`src/rtl/credit_bet_ctrl.sv`:
```
// Credit/bet controller: debits a bet, requests a spin, then adds the saturating payout.
// Optional macro BET_AUTO_CLAMP_EN: an unaffordable bet goes all-in instead of being refused.
module credit_bet_ctrl #(
   parameter int unsigned SCORE_W      = 17,
   parameter int unsigned BET_W        = 4,
   parameter int unsigned MAX_BET      = 5,
   parameter int unsigned START_CREDIT = 10
) (
   input  logic               CLOCK_50,
   input  logic               Reset,
   input  logic               max_sel,
   input  logic               bet_go,
   input  logic               spin_ack,
   input  logic               result_valid,
   input  logic [SCORE_W-1:0] payout,
   output logic [SCORE_W-1:0] credit,
   output logic [BET_W-1:0]   bet_amt,
   output logic               spin_req,
   output logic               busy,
   output logic               reject
);

   localparam logic [BET_W-1:0]   MAX_AMT    = BET_W'(MAX_BET);
   localparam logic [BET_W-1:0]   ONE_AMT    = BET_W'(1);
   localparam logic [SCORE_W-1:0] RST_CREDIT = SCORE_W'(START_CREDIT);

   typedef enum logic [1:0] {
      IDLE,
      DEBIT,
      SPIN_REQ,
      WAIT_RESULT
   } state_e;

   state_e             state_q, state_d;
   logic [SCORE_W-1:0] credit_q, credit_d;
   logic [BET_W-1:0]   bet_amt_q, bet_amt_d;
   logic               spin_req_q, spin_req_d;
   logic               busy_q, busy_d;
   logic               reject_q, reject_d;

   logic [BET_W-1:0]   req_amt;
   logic               can_afford;
   logic [SCORE_W-1:0] debit_val;
   logic [SCORE_W:0]   sum_ext;
   logic [SCORE_W-1:0] sat_sum;

   // Datapath: requested amount, affordability, debit and saturating credit-plus-payout.
   always_comb begin
      req_amt    = max_sel ? MAX_AMT : ONE_AMT;
      can_afford = (credit_q >= SCORE_W'(req_amt));
      debit_val  = credit_q - SCORE_W'(bet_amt_q);
      sum_ext    = {1'b0, credit_q} + {1'b0, payout};
      sat_sum    = sum_ext[SCORE_W] ? '1 : sum_ext[SCORE_W-1:0];
   end

   // Next-state and next-output logic.
   always_comb begin
      state_d   = state_q;
      credit_d  = credit_q;
      bet_amt_d = bet_amt_q;
      reject_d  = 1'b0;

      unique case (state_q)
         IDLE: begin
            if (bet_go) begin
               if (can_afford) begin
                  bet_amt_d = req_amt;
                  state_d   = DEBIT;
               end
`ifdef BET_AUTO_CLAMP_EN
               // Here credit < req <= MAX_BET, so credit fits in the bet width.
               else if (credit_q != '0) begin
                  bet_amt_d = BET_W'(credit_q);
                  state_d   = DEBIT;
               end
`endif
               else begin
                  reject_d = 1'b1;
               end
            end
         end
         DEBIT: begin
            credit_d = debit_val;
            state_d  = SPIN_REQ;
         end
         SPIN_REQ: begin
            if (spin_ack) begin
               state_d = WAIT_RESULT;
            end
         end
         WAIT_RESULT: begin
            if (result_valid) begin
               credit_d = sat_sum;
               state_d  = IDLE;
            end
         end
         default: begin
            state_d = IDLE;
         end
      endcase

      spin_req_d = (state_d == SPIN_REQ);
      busy_d     = (state_d != IDLE);
   end

   // State and output registers; Reset overrides any operation in progress.
   always_ff @(posedge CLOCK_50) begin
      if (Reset) begin
         state_q    <= IDLE;
         credit_q   <= RST_CREDIT;
         bet_amt_q  <= '0;
         spin_req_q <= 1'b0;
         busy_q     <= 1'b0;
         reject_q   <= 1'b0;
      end else begin
         state_q    <= state_d;
         credit_q   <= credit_d;
         bet_amt_q  <= bet_amt_d;
         spin_req_q <= spin_req_d;
         busy_q     <= busy_d;
         reject_q   <= reject_d;
      end
   end

   assign credit   = credit_q;
   assign bet_amt  = bet_amt_q;
   assign spin_req = spin_req_q;
   assign busy     = busy_q;
   assign reject   = reject_q;

endmodule

```
`config.mk`:
```
export PLATFORM = sky130hd
export DESIGN_NAME = credit_bet_ctrl
export DESIGN_NICKNAME = d
export VERILOG_FILES = /design/src/rtl/credit_bet_ctrl.sv
export SDC_FILE = /design/constraint.sdc
export NUM_CORES = 1
export LEC_CHECK = 0
export CORE_UTILIZATION = 53
export CTS_BUF_LIST = sky130_fd_sc_hd__clkbuf_8
export CTS_CLUSTER_DIAMETER = 30
export CTS_CLUSTER_SIZE = 30
export DETAILED_ROUTE_END_ITERATION = 10
export PLACE_DENSITY = 0.87
export SYNTH_ARGS = -nofsm -noshare
export SYNTH_HDL_FRONTEND = slang
export SYNTH_SLANG_ARGS = --single-unit
```
`constraint.sdc`:
```
create_clock -name CLOCK_50 -period 2.65 [get_ports CLOCK_50]
set_input_delay 0.265 -clock CLOCK_50 [delete_from_list [all_inputs] [get_ports CLOCK_50]]
set_output_delay 0.265 -clock CLOCK_50 [all_outputs]
set_load 0.1 [all_outputs]
```
# Yosys cells after proc, flatten, opt, wreduce, memory -nomap -nowiden
# Cells that the tools add are included.
# W data, S select, Z words.
[classes]
add_sub_neg = 2
multipliers = 0
div_mod_pow = 0
order_cmp = 1
eq_ne = 5
shifts = 0
mux = 10
bitwise = 2
n_reduce_logical = 6
[op_table]
columns = ["operator", "n"]
rows = [
  ["$mux W17", 2],
  ["$pmux W17 S2", 1],
  ["$add A17 B17 Y18", 1],
  ["$ge A17 B3 Y1", 1],
  ["$sub A17 B4 Y17", 1],
  ["$mux W2", 4],
  ["$pmux W2 S4", 1],
  ["$eq A2 B2 Y1 const B", 3],
  ["$reduce_bool A2 Y1", 2],
  ["$mux W3", 1],
  ["$reduce_and A3 Y1", 1],
  ["$reduce_or A3 Y1", 1],
  ["$eq A2 B1 Y1 const B", 1],
  ["$logic_not A2 Y1", 1],
  ["$ne A2 B2 Y1 const B", 1],
  ["$not A1 Y1", 2],
  ["$reduce_and A2 Y1", 1],
  ["$mux W1", 1],
]
[totals]
regBits = 26
latchBits = 0
ramBits = 0
romBits = 0
input_bits = 23
out_inout_bits = 24
elab_cells = 32
n_memories = 0

# Depth between registers and ports, before layout
[logic_depth]
word_depth = 6
ltp_mapped = 10
ltp_nobuf = 10

# Worst setup path after synthesis
# No wires, ideal clock.
[synth_timing]
path_kind = "reg2reg"
startpoint = "reg credit_q[3], in the netlist credit[3]"
endpoint = "reg credit_q[15], in the netlist credit[15]"
setup_ns = 0.120
arrival_ns = 2.898
t_required_ns = 2.530
path_slack_ns = -0.368
stages_incl_launch_ff = 9
n_path_buf = 0
synth_period_minus_slack_ns = 3.018
path_cell_list = "dfxtp_1 ha_1 a21o_1 a21oi_4 a2111oi_2 or3_4 o32a_1 a21oi_1 o21ai_1"
[synth_between]
elab_chain_cells = 4
elab_cells_between_ends = 5
classes_between = "2 x add/sub; 3 x mux"
[synth_lines]
columns = ["element", "line", "rtl"]
rows = [
  ["from (decl)", "35", "logic [SCORE_W-1:0] credit_q, credit_d;"],
  ["from (signal assigned)", "117", "credit_q <= credit_d;"],
  ["$add A17 B17 Y18", "52", "sum_ext = {1'b0, credit_q} + {1'b0, payout};"],
  ["$mux W17", "53", "sat_sum = sum_ext[SCORE_W] ? '1 : sum_ext[SCORE_W-1:0];"],
  ["$mux W17", "92", "if (result_valid) begin"],
  ["$pmux W17 S2 *", "63", "unique case (state_q)"],
]
# Mark *: on every way between the ends. The rest lies on a longest branch, timed or not. The select of a mux whose other input is x is not followed.
# A chain may end at the register's enable or synchronous reset.

# Final worst setup path
[layout_timing]
startpoint = "in payout[1]"
endpoint = "reg credit_q[3], in the netlist credit[3]"
[layout_between]
elab_chain_cells = 4
[layout_lines]
columns = ["element", "line", "rtl"]
rows = [
  ["from (decl)", "15", "input logic [SCORE_W-1:0] payout,"],
  ["$add A17 B17 Y18", "52", ""],
  ["$mux W17", "53", ""],
  ["$mux W17", "92", ""],
  ["$pmux W17 S2", "63", ""],
]
# No other way between the ends. The select of a mux whose other input is x is not followed.

==> impl_metrics.py <==
metrics = {
    "setup_path": {
        "worst_setup_path_start_kind": "primary input",
        "crit_type": "primary input to flop",
        "cp_max_fo": 10,
        "crit_arrival_ps": 2710,
        "endpoint_kind": "flop",
        "required_ps": 2850,
    },
    "place": {
        "place_congestion": 0.968,
        "portBuffers": 44,
        "hpwl_um": 4840,
    },
    "logic_synthesis": {
        "synth_area_mm2": 0.00221,
        "ys.flop_type": "dfxtp_1",
        "ys_ff_latch": 24,
        "netlist_instances": 286,
        "synth_enable_flop_cells": 0,
        "yosysWarnings": 0,
        "async_reset_ff_frac": 0,
        "synthDistinctLibCells": 53,
        "yosysSeqAreaShare": 0.217,
        "syn_area_per_cell_um2": 7.73,
    },
    "sta": {
        "rsz0062_at_grt": "false",
        "finalSetupTns_ps": 0,
        "finalClockSkew_ps": 4.70,
        "hold_ws_ps": 472,
        "setup_viol": 0,
        "hold_viol_final": 0,
        "final.period_utilization": 0.948,
        "min_period_ps": 2510,
        "tightestPinTransition_ps": 684,
        "drv_slew": 0,
        "fmax_mhz": 398,
        "relSlewSlack": 0.543,
    },
    "floorplanning": {
        "rows": 23,
        "die_w_um": 66.6,
        "ios": 47,
        "core_mm2": 0.00400,
        "initial_utilization": 0.553,
        "die_h_um": 66.6,
        "dieArea_mm2": 0.00444,
    },
    "drt": {
        "final_antenna_net_count": 0,
        "drc": 0,
        "wl_met2_um": 3150,
        "vias": 2415,
        "wl_met1_um": 2760,
        "drt_iter0_drc": 244,
        "drt-pass1-iter-count": 5,
        "wire_per_inst_um": 16.3,
        "routed_wl_um": 6460,
        "via_per_inst": 6.11,
        "met3WireLength_um": 434,
        "routed.top_layer": "met4",
    },
    "power_and_ir_drop": {
        "peakVddDrop_v": 0.000239,
        "cellLeakagePower_nw": 1.30,
        "power_density_mw_per_mm2": 471,
        "p_total_mw": 1.34,
    },
    "grt": {
        "antenna_found_initial": 0,
        "grt_start_max_net_pins": 15,
        "grt-ovfl-total": 0,
        "grt_use_total": 0.312,
        "grt_pass1_wl_um": 10700,
        "grt_pass1_vias": 2266,
    },
    "run": {
        "max-cap-violations": 0,
    },
    "outcome": {
        "status": "completed",
    },
    "clock_tree": {
        "path_clk_slew_ps": 100,
        "cts_buffers": 3,
        "clockRootBuffer": "clkbuf_8",
        "clock_path_buffers": 2,
        "clkSinkCount": 24,
        "cts_max_level": 1,
        "clkLatencyLatePin_ps": 270,
        "cts_tree": "yes",
        "postCtsSetupRepairBufs": 0,
    },
    "layout": {
        "diodes": 0,
        "drive_gt1_frac": 0.203,
        "syn_to_final_growth_pct": 29.0,
        "utilization": 0.713,
        "layout_common_cells": "buf_4 (39), nand2_1 (33), a21oi_1 (27), o21ai_0 (23), clkdlybuf4s50_1 (22)",
        "fin_nets": 391,
        "final_common_cell": "buf_4",
    },
    "min_path": {
        "hp-class": "flop to flop",
    },
}
[worst max-delay path: stages]
cell and delay [ps]:
clkdlybuf4s50_1 430, ha_1 290, a21oi_1 80, nand4b_1 240, a2111oi_2 690, o311ai_2 200
nand3_2 160, buf_12 140, o22ai_1 80, o21ai_0 130
[cell families after synthesis]
family | Yosys count | share of synthesized area
mux | 3 | 0.0141
compound gates | 96 | 0.288
xor+xnor | 21 | 0.0831
fa+ha+maj | 22 | 0.128
simple gates | 96 | 0.221
other cells | 1 | 0.00170
flops | 24 | 0.217
buf+inv | 23 | 0.0464
[synthesized netlist by cell type (2+ instances only)]
master     number  share of area
nand2_1        33          0.056
a21oi_1        27          0.061
dfxtp_1        24           0.22
o21ai_0        24          0.054
ha_1           21           0.12
nor2_1         19          0.032
inv_1          15          0.025
xor2_1         14          0.055
nor3_1          7          0.016
xnor2_1         7          0.028
a21o_1          6          0.020
nand3_1         6          0.014
a211oi_1        5          0.017
nand2b_1        5          0.014
nor2b_1         5          0.014
o21ai_1         5          0.011
o221ai_1        5          0.020
or3_1           5          0.014
clkbuf_1        4         0.0068
a221oi_2        3          0.020
nand4_1         3         0.0085
o21a_1          3          0.010
o22ai_1         3         0.0085
a31oi_1         2         0.0057
buf_4           2         0.0068
mux2i_1         2         0.0091
nand3_2         2         0.0091
nor4_1          2         0.0057
o2111ai_1       2         0.0079
o31a_1          2         0.0079
[power breakdown]
| group | internal (mW) | switching (mW) |
|---|---|---|
| clock network | 0.202 | 0.131 |
| registers | 0.387 | 0.0271 |
| logic | 0.207 | 0.390 |
| total | 0.796 | 0.548 |
[state kept, by name, summed over array words and instances, names as in the netlist]
register / flops
bet_amt: 2
state_q: 2
busy: 1
reject: 1
credit: 17
spin_req: 1
[worst paths after layout]
path | start | end | slack [ps] | cells after the start
hold / removal | bet_amt[0] | bet_amt[0] | 470 | 2
hold reg to reg | bet_amt[0] | bet_amt[0] | 470 | 2
setup / recovery | payout[1] | credit[3] | 140 | 10
setup reg to reg | credit[1] | credit[3] | 210 | 9
[metrics by stage]
step / setup slack (ps) / instance area, µm² / cells
after CTS: 179 / 2850 / 395
final: 137 / 2850 / 395
after floorplan: 26.2 / 2230 / 287
after global placement: -20.7 / 2780 / 391
after global routing: 18.4 / 2850 / 395
after detailed placement: -99.1 / 2780 / 391
[metal layers]
layer  vias to the layer above  track usage
met3                        14       0.0240
met4                         0        0.104
met1                      1122        0.400
met5                         -            0
li1                       1167            -
met2                       112        0.543
[timing repair]
action                                  4_1_cts  5_1_grt
endpoints found under the setup margin        0        1
hold buffers                                  0        0
resized for setup                             0        1
[final cells by class]
class / count / area, µm²
clock buffer: 3 / 41.3
clock inverter: 1 / 30.0
fill: 329 / 1150
inverter: 15 / 56.3
multi-input combinational: 240 / 1630
sequential: 24 / 497
tap: 50 / 62.6
timing repair buffer: 62 / 533
(Power assumes the default switching activity.)
